<file path="src/rtl/pulse_div_pkg.sv">
// pulse_div_pkg: shared constants and the capture clamp helper for the
// programmable pulse divider (pulse_div_prog, pulse_div_shadow).
package pulse_div_pkg;

   localparam int unsigned PULSE_DIV_MIN_DIV = 2;
   localparam int unsigned PULSE_DIV_MIN_PW  = 1;

   // Clamp val into [lo, hi]; lo wins if the range is empty.
   function automatic logic [31:0] pulse_div_clamp(
      input logic [31:0] val,
      input logic [31:0] lo,
      input logic [31:0] hi
   );
      logic [31:0] r;
      r = val;
      if (r > hi) r = hi;
      if (r < lo) r = lo;
      return r;
   endfunction

endpackage

</file>
<file path="src/rtl/pulse_div_shadow.sv">
// pulse_div_shadow: clamps and double-buffers divisor/width requests.
// Ports: clk (falling edge), rst_n (async low), div_load/div_in/pw_in
// capture request, tc apply strobe, apply_div/apply_pw values to load
// at tc, load_pending flag.
module pulse_div_shadow
   import pulse_div_pkg::*;
#(
   parameter int unsigned BITS        = 16,
   parameter int unsigned DEFAULT_DIV = 10
) (
   input  logic            clk,
   input  logic            rst_n,
   input  logic            div_load,
   input  logic [BITS-1:0] div_in,
   input  logic [BITS-1:0] pw_in,
   input  logic            tc,
   output logic [BITS-1:0] apply_div,
   output logic [BITS-1:0] apply_pw,
   output logic            load_pending
);

   logic [BITS-1:0] div_sh_q, div_sh_d;
   logic [BITS-1:0] pw_sh_q, pw_sh_d;
   logic            pend_q, pend_d;
   logic [BITS-1:0] div_cl, pw_cl;

   always_comb begin
      div_cl = BITS'(pulse_div_clamp(32'(div_in),
                                     PULSE_DIV_MIN_DIV,
                                     32'hFFFF_FFFF));
      pw_cl  = BITS'(pulse_div_clamp(32'(pw_in),
                                     PULSE_DIV_MIN_PW,
                                     32'(div_cl) - 32'd1));
      div_sh_d = div_load ? div_cl : div_sh_q;
      pw_sh_d  = div_load ? pw_cl  : pw_sh_q;
      // A load on the tc edge bypasses the shadow, so never pends.
      pend_d = pend_q;
      if (div_load) pend_d = 1'b1;
      if (tc)       pend_d = 1'b0;
      apply_div = div_sh_d;
      apply_pw  = pw_sh_d;
   end

   always_ff @(negedge clk or negedge rst_n) begin
      if (!rst_n) begin
         div_sh_q <= BITS'(DEFAULT_DIV);
         pw_sh_q  <= BITS'(PULSE_DIV_MIN_PW);
         pend_q   <= 1'b0;
      end else begin
         div_sh_q <= div_sh_d;
         pw_sh_q  <= pw_sh_d;
         pend_q   <= pend_d;
      end
   end

   assign load_pending = pend_q;

endmodule

</file>
<file path="src/rtl/pulse_div_prog.sv">
// pulse_div_prog: programmable clk divider with registered pulse of
// programmable width; divisor/width applied only at terminal count.
// Ports: clk (falling edge), rst_n (async low), en, div_in, pw_in,
// div_load, sync (only with PULSE_DIV_SYNC_EN), pulse, count,
// load_pending. Optional phase restart: `define PULSE_DIV_SYNC_EN.
module pulse_div_prog
   import pulse_div_pkg::*;
#(
   parameter int unsigned BITS        = 16,
   parameter int unsigned DEFAULT_DIV = 10
) (
   input  logic            clk,
   input  logic            rst_n,
   input  logic            en,
   input  logic [BITS-1:0] div_in,
   input  logic [BITS-1:0] pw_in,
   input  logic            div_load,
`ifdef PULSE_DIV_SYNC_EN
   input  logic            sync,
`endif
   output logic            pulse,
   output logic [BITS-1:0] count,
   output logic            load_pending
);

   logic [BITS-1:0] count_q, count_d;
   logic            pulse_q, pulse_d;
   logic [BITS-1:0] div_act_q, div_act_d;
   logic [BITS-1:0] pw_act_q, pw_act_d;
   logic [BITS-1:0] apply_div, apply_pw;
   logic            tc;

   pulse_div_shadow #(
      .BITS        (BITS),
      .DEFAULT_DIV (DEFAULT_DIV)
   ) u_shadow (
      .clk          (clk),
      .rst_n        (rst_n),
      .div_load     (div_load),
      .div_in       (div_in),
      .pw_in        (pw_in),
      .tc           (tc),
      .apply_div    (apply_div),
      .apply_pw     (apply_pw),
      .load_pending (load_pending)
   );

`ifdef PULSE_DIV_SYNC_EN
   logic sync_q, sync_d;
   logic sync_evt_q, sync_evt_d;

   // Rising edge seen while enabled forces tc on the next edge; a
   // coinciding natural tc merges into the same single reload.
   always_comb begin
      sync_d     = sync;
      sync_evt_d = en & sync & ~sync_q;
      tc         = en & ((count_q == '0) | sync_evt_q);
   end

   always_ff @(negedge clk or negedge rst_n) begin
      if (!rst_n) begin
         sync_q     <= 1'b0;
         sync_evt_q <= 1'b0;
      end else begin
         sync_q     <= sync_d;
         sync_evt_q <= sync_evt_d;
      end
   end
`else
   always_comb tc = en & (count_q == '0);
`endif

   always_comb begin
      div_act_d = tc ? apply_div : div_act_q;
      pw_act_d  = tc ? apply_pw  : pw_act_q;
      count_d   = count_q;
      if (tc)      count_d = div_act_d - BITS'(1);
      else if (en) count_d = count_q - BITS'(1);
      // High for the first W counts of the period (D-1 .. D-W).
      pulse_d = en & (count_d >= (div_act_d - pw_act_d));
   end

   always_ff @(negedge clk or negedge rst_n) begin
      if (!rst_n) begin
         count_q   <= '0;
         pulse_q   <= 1'b0;
         div_act_q <= BITS'(DEFAULT_DIV);
         pw_act_q  <= BITS'(PULSE_DIV_MIN_PW);
      end else begin
         count_q   <= count_d;
         pulse_q   <= pulse_d;
         div_act_q <= div_act_d;
         pw_act_q  <= pw_act_d;
      end
   end

   assign count = count_q;
   assign pulse = pulse_q;

endmodule

</file>
<file path="config.mk">
export PLATFORM = sky130hd
export DESIGN_NAME = pulse_div_prog
export DESIGN_NICKNAME = d
export VERILOG_FILES = /design/src/rtl/pulse_div_pkg.sv /design/src/rtl/pulse_div_shadow.sv /design/src/rtl/pulse_div_prog.sv
export SDC_FILE = /design/constraint.sdc
export NUM_CORES = 1
export LEC_CHECK = 0
export ABC_AREA = 1
export BUFFER_PORTS_ARGS = -buffer_cell sky130_fd_sc_hd__buf_2
export CAP_MARGIN = 15
export CORE_AREA = 2 2 156 82
export CTS_BUF_LIST = sky130_fd_sc_hd__clkbuf_8 sky130_fd_sc_hd__clkbuf_16
export DETAILED_ROUTE_END_ITERATION = 6
export DIE_AREA = 0 0 158 84
export PLACE_DENSITY = 0.78
export SYNTH_ARGS = -nofsm -noshare
export SYNTH_HDL_FRONTEND = slang
export SYNTH_HIERARCHICAL = 1
export SYNTH_SLANG_ARGS = --single-unit
</file>
<file path="constraint.sdc">
create_clock -name clk -period 3.7 [get_ports clk]
set_clock_uncertainty 0.1 [all_clocks]
set_input_delay 0.555 -clock clk [delete_from_list [all_inputs] [get_ports clk]]
set_output_delay 0.555 -clock clk [all_outputs]
set_load 0.02 [all_outputs]
</file>
==> impl_metrics.yaml <==
status:
  status: "complete, but fails checks"
  violations: "DRC, setup timing"
flow_run:
  drv_cap: 0
routing:
  ant_nets: 0
  drt_first_pass_iters: 7
  drc: 28
  totalWireLength_um: 32500
  vias_per_cell: 6.32
  dr_total_vias: 8886
  wl_per_cell_um: 23.1
  drtIter0Drc: 1623
critical_path:
  cp_common_cell: "nand2_1"
  critPathKind: "primary input to flop"
  cp.arrival_ps: 7090
  crit_fanout: 6
  slowest_delay_ps: 400
  cp-start-kind: "primary input"
  cp-end-kind: "flop"
  crit_slowest_cell: "fa_2"
  crit_family: "simple AND/OR/NAND/NOR gates"
  crit_buf_inv: 8
  required_ps: 2150
cts:
  cts_hold_buf: 0
  clk_pin_slew_ps: 50
  htree_levels: 3
  cts.path.max_buffers: 2
  clk-insertion-delay-late_ps: 430
  numCtsBuffers: 9
  cts_root_buf: "clkbuf_16"
  cts.sinks: 82
  cts_tree: "yes"
sta:
  setup_violations: 49
  fin_hold_ws_ps: 321
  final.setup.worst_slack_ps: -4940
  drv_slew: 0
  max_slew_margin_pct: 61.3
  hold_viol_final: 0
  worst_slew_pin_slew_ps: 574
  rsz0062_at_grt: "yes"
  finalSetupTns_ps: -81380
yosys:
  synthXorXnorAreaFrac_pct: 2.86
  syn_area_per_cell_um2: 7.18
  ys_ff_latch: 82
  ys_warn_count: 6
  syn_inst: 890
  syn-num-nets: 975
  synthMuxAreaShare_pct: 0
  synthAdderAreaFrac_pct: 9.71
  synth_ff_type: "dfrtn_1"
  ys_seq_area_share_pct: 32.2
  netlist_area_um2: 6390
  ys_async_sr_fraction_pct: 100
  synthSimpleGateAreaFrac_pct: 38.5
  synth_compound_area_share_pct: 8.40
  synth_top_family_by_area: "simple AND/OR/NAND/NOR gates"
  ys_types: 50
  synth-edff-count: 0
global_route:
  grt_first_pass_wirelength_um: 38300
  antenna_found_initial: 3
  use_met3_pct: 12.4
  grt-busiest-layer: "met2"
  grt_pass1_vias: 7455
  grt_max_degree: 53
  grt-ovfl-total: 0
  grt_use_met1_pct: 52.1
  met2_usage_pct: 56.3
  grtUsageTotal_pct: 37.8
layout:
  layout.cells.non_filler: 1407
  design_area_um2: 10400
  layout-drive-gt1-share_pct: 49.8
  nFillCells: 557
  area_growth_pct: 63.4
  finalNetCount: 1313
pwr:
  ir_drop_uv: 304
  power.density_nw_per_um2: 386
  p_leak_nw: 5.57
floorplan:
  die-area_um2: 13300
  start_util_pct: 52.7
  core-area_um2: 12100
  num_rows: 29
  die_h_um: 84
  die_w_um: 158
  boundaryPins: 54
placed_design:
  gp_congestion: 1.01
  place.port_buffers: 53
  placed_area_um2: 8850
  dp.final_hpwl_um: 17200
  place_inst: 1346
  dp_slack_ps: -4440
worst_hold_path:
  min_path_type: "flop to flop"
-- kinds of logic (layout without fill, tap and decap cells) --
kind of cell / after synthesis / in the layout
buf+inv: 126 / 469
simple gates: 522 / 522
flops: 82 / 82
fa+ha+maj: 49 / 49
xor+xnor: 20 / 20
compound gates: 91 / 91
other cells: 0 / 4
-- area by class of cell --
class / instances / area, um2 / area share (%)
antenna: 4 / 10.0 / 0.0959
timing repair buffer: 343 / 2710 / 25.9
tap: 170 / 213 / 2.04
sequential: 82 / 2060 / 19.7
multi-input combinational: 682 / 4740 / 45.4
inverter: 104 / 402 / 3.85
clock inverter: 13 / 86.3 / 0.827
clock buffer: 9 / 225 / 2.16
-- stage by stage --
step / total power [W] / utilization (%)
after global routing: 0.00412 / 86.1
after global placement: 0.00249 / 73.0
final: 0.00403 / 86.1
after floorplan: 0.00184 / -
after detailed placement: 0.00252 / 73.0
after CTS: 0.00357 / 80.0
-- registers in the layout, indices dropped and copies added (netlist names) --
register,flops
u_shadow/pw_sh_q,16
pulse,1
u_shadow/load_pending,1
pw_act_q,16
u_shadow/div_sh_q,16
div_act_q,16
count,16
-- final timing paths --
path / start / end / slack, ps / depth (start not counted)
max: div_in[2] / pulse / -4940 / 41
min: pw_act_q[12] / pw_act_q[12] / 320 / 2
max reg2reg: count[7] / pulse / -880 / 25
min reg2reg: pw_act_q[12] / pw_act_q[12] / 320 / 2
max in group asynchronous: rst_n / u_shadow/pw_sh_q[0] / 1230 / 2
min in group asynchronous: rst_n / u_shadow/load_pending / 1650 / 1
-- cells in the final DEF, fill, tap and decap left out, types with 6 or more instances in the layout --
| cell type | synthesis | routed |
|---|---|---|
| o21ai_4 | 1 | 8 |
| nand3b_1 | 7 | 7 |
| nor2_2 | 11 | 14 |
| buf_6 | 7 | 40 |
| nor2_1 | 84 | 70 |
| nand2_2 | 21 | 71 |
| o21ai_1 | 14 | 10 |
| clkbuf_16 | 0 | 10 |
| xor2_1 | 12 | 8 |
| nor2_4 | 11 | 22 |
| nand3_4 | 3 | 6 |
| o21ai_2 | 4 | 10 |
| ha_1 | 48 | 42 |
| nand3_2 | 6 | 10 |
| a21oi_1 | 27 | 21 |
| nor3_1 | 16 | 6 |
| nand3_1 | 32 | 25 |
| nand2_4 | 12 | 52 |
| a21oi_2 | 2 | 8 |
| inv_2 | 7 | 10 |
| dfstp_2 | 6 | 6 |
| nand2_1 | 294 | 204 |
| nor3_2 | 1 | 8 |
| o21ai_0 | 26 | 17 |
| buf_4 | 1 | 251 |
| buf_2 | 0 | 45 |
| inv_1 | 98 | 96 |
| nand4_1 | 15 | 15 |
| xnor2_1 | 7 | 6 |
| dfrtn_1 | 76 | 76 |
-- what timing repair did --
item	in CTS	in global routing
setup buffers	19	25
pin swaps	36	84
endpoints found under the setup margin	49	49
gates cloned	1	1
hold endpoints to repair	0	0
gates resized for setup	102	136
-- cells in the mapped netlist, drive strengths merged (11+ instances only) --
library cell | n | area share, %
nand4 | 16 | 1.7
a21oi | 29 | 2.4
ha | 48 | 9.4
dfrtn | 76 | 30
inv | 105 | 6.2
nand2 | 327 | 21
xor2 | 13 | 1.9
clkbuf | 11 | 0.65
nand3 | 41 | 4.3
o21ai | 45 | 3.9
nor3 | 18 | 1.7
nor2 | 106 | 7.9
-- routing by layer --
| layer | vias up | wire, um | share of wire, % |
|---|---|---|---|
| li1 | 3516 | - | - |
| met1 | 4039 | 11500 | 35 |
| met2 | 937 | 13200 | 41 |
| met3 | 392 | 4900 | 15 |
| met4 | 2 | 2890 | 8.9 |
| met5 | - | 63 | 0.19 |
-- worst min-delay path, stage by stage (launching register included) --
cell and delay [ps]:
dfrtn_1 380, nand2_1 60, nand2_2 70
-- report_power, final --
| group | switching [W] | total (W) | internal, W |
|---|---|---|---|
| logic | 0.00113 | 0.00194 | 0.000808 |
| clock network | 0.000498 | 0.000983 | 0.000485 |
| registers | 0.0000768 | 0.00110 | 0.00102 |
(Power assumes the default switching activity.)
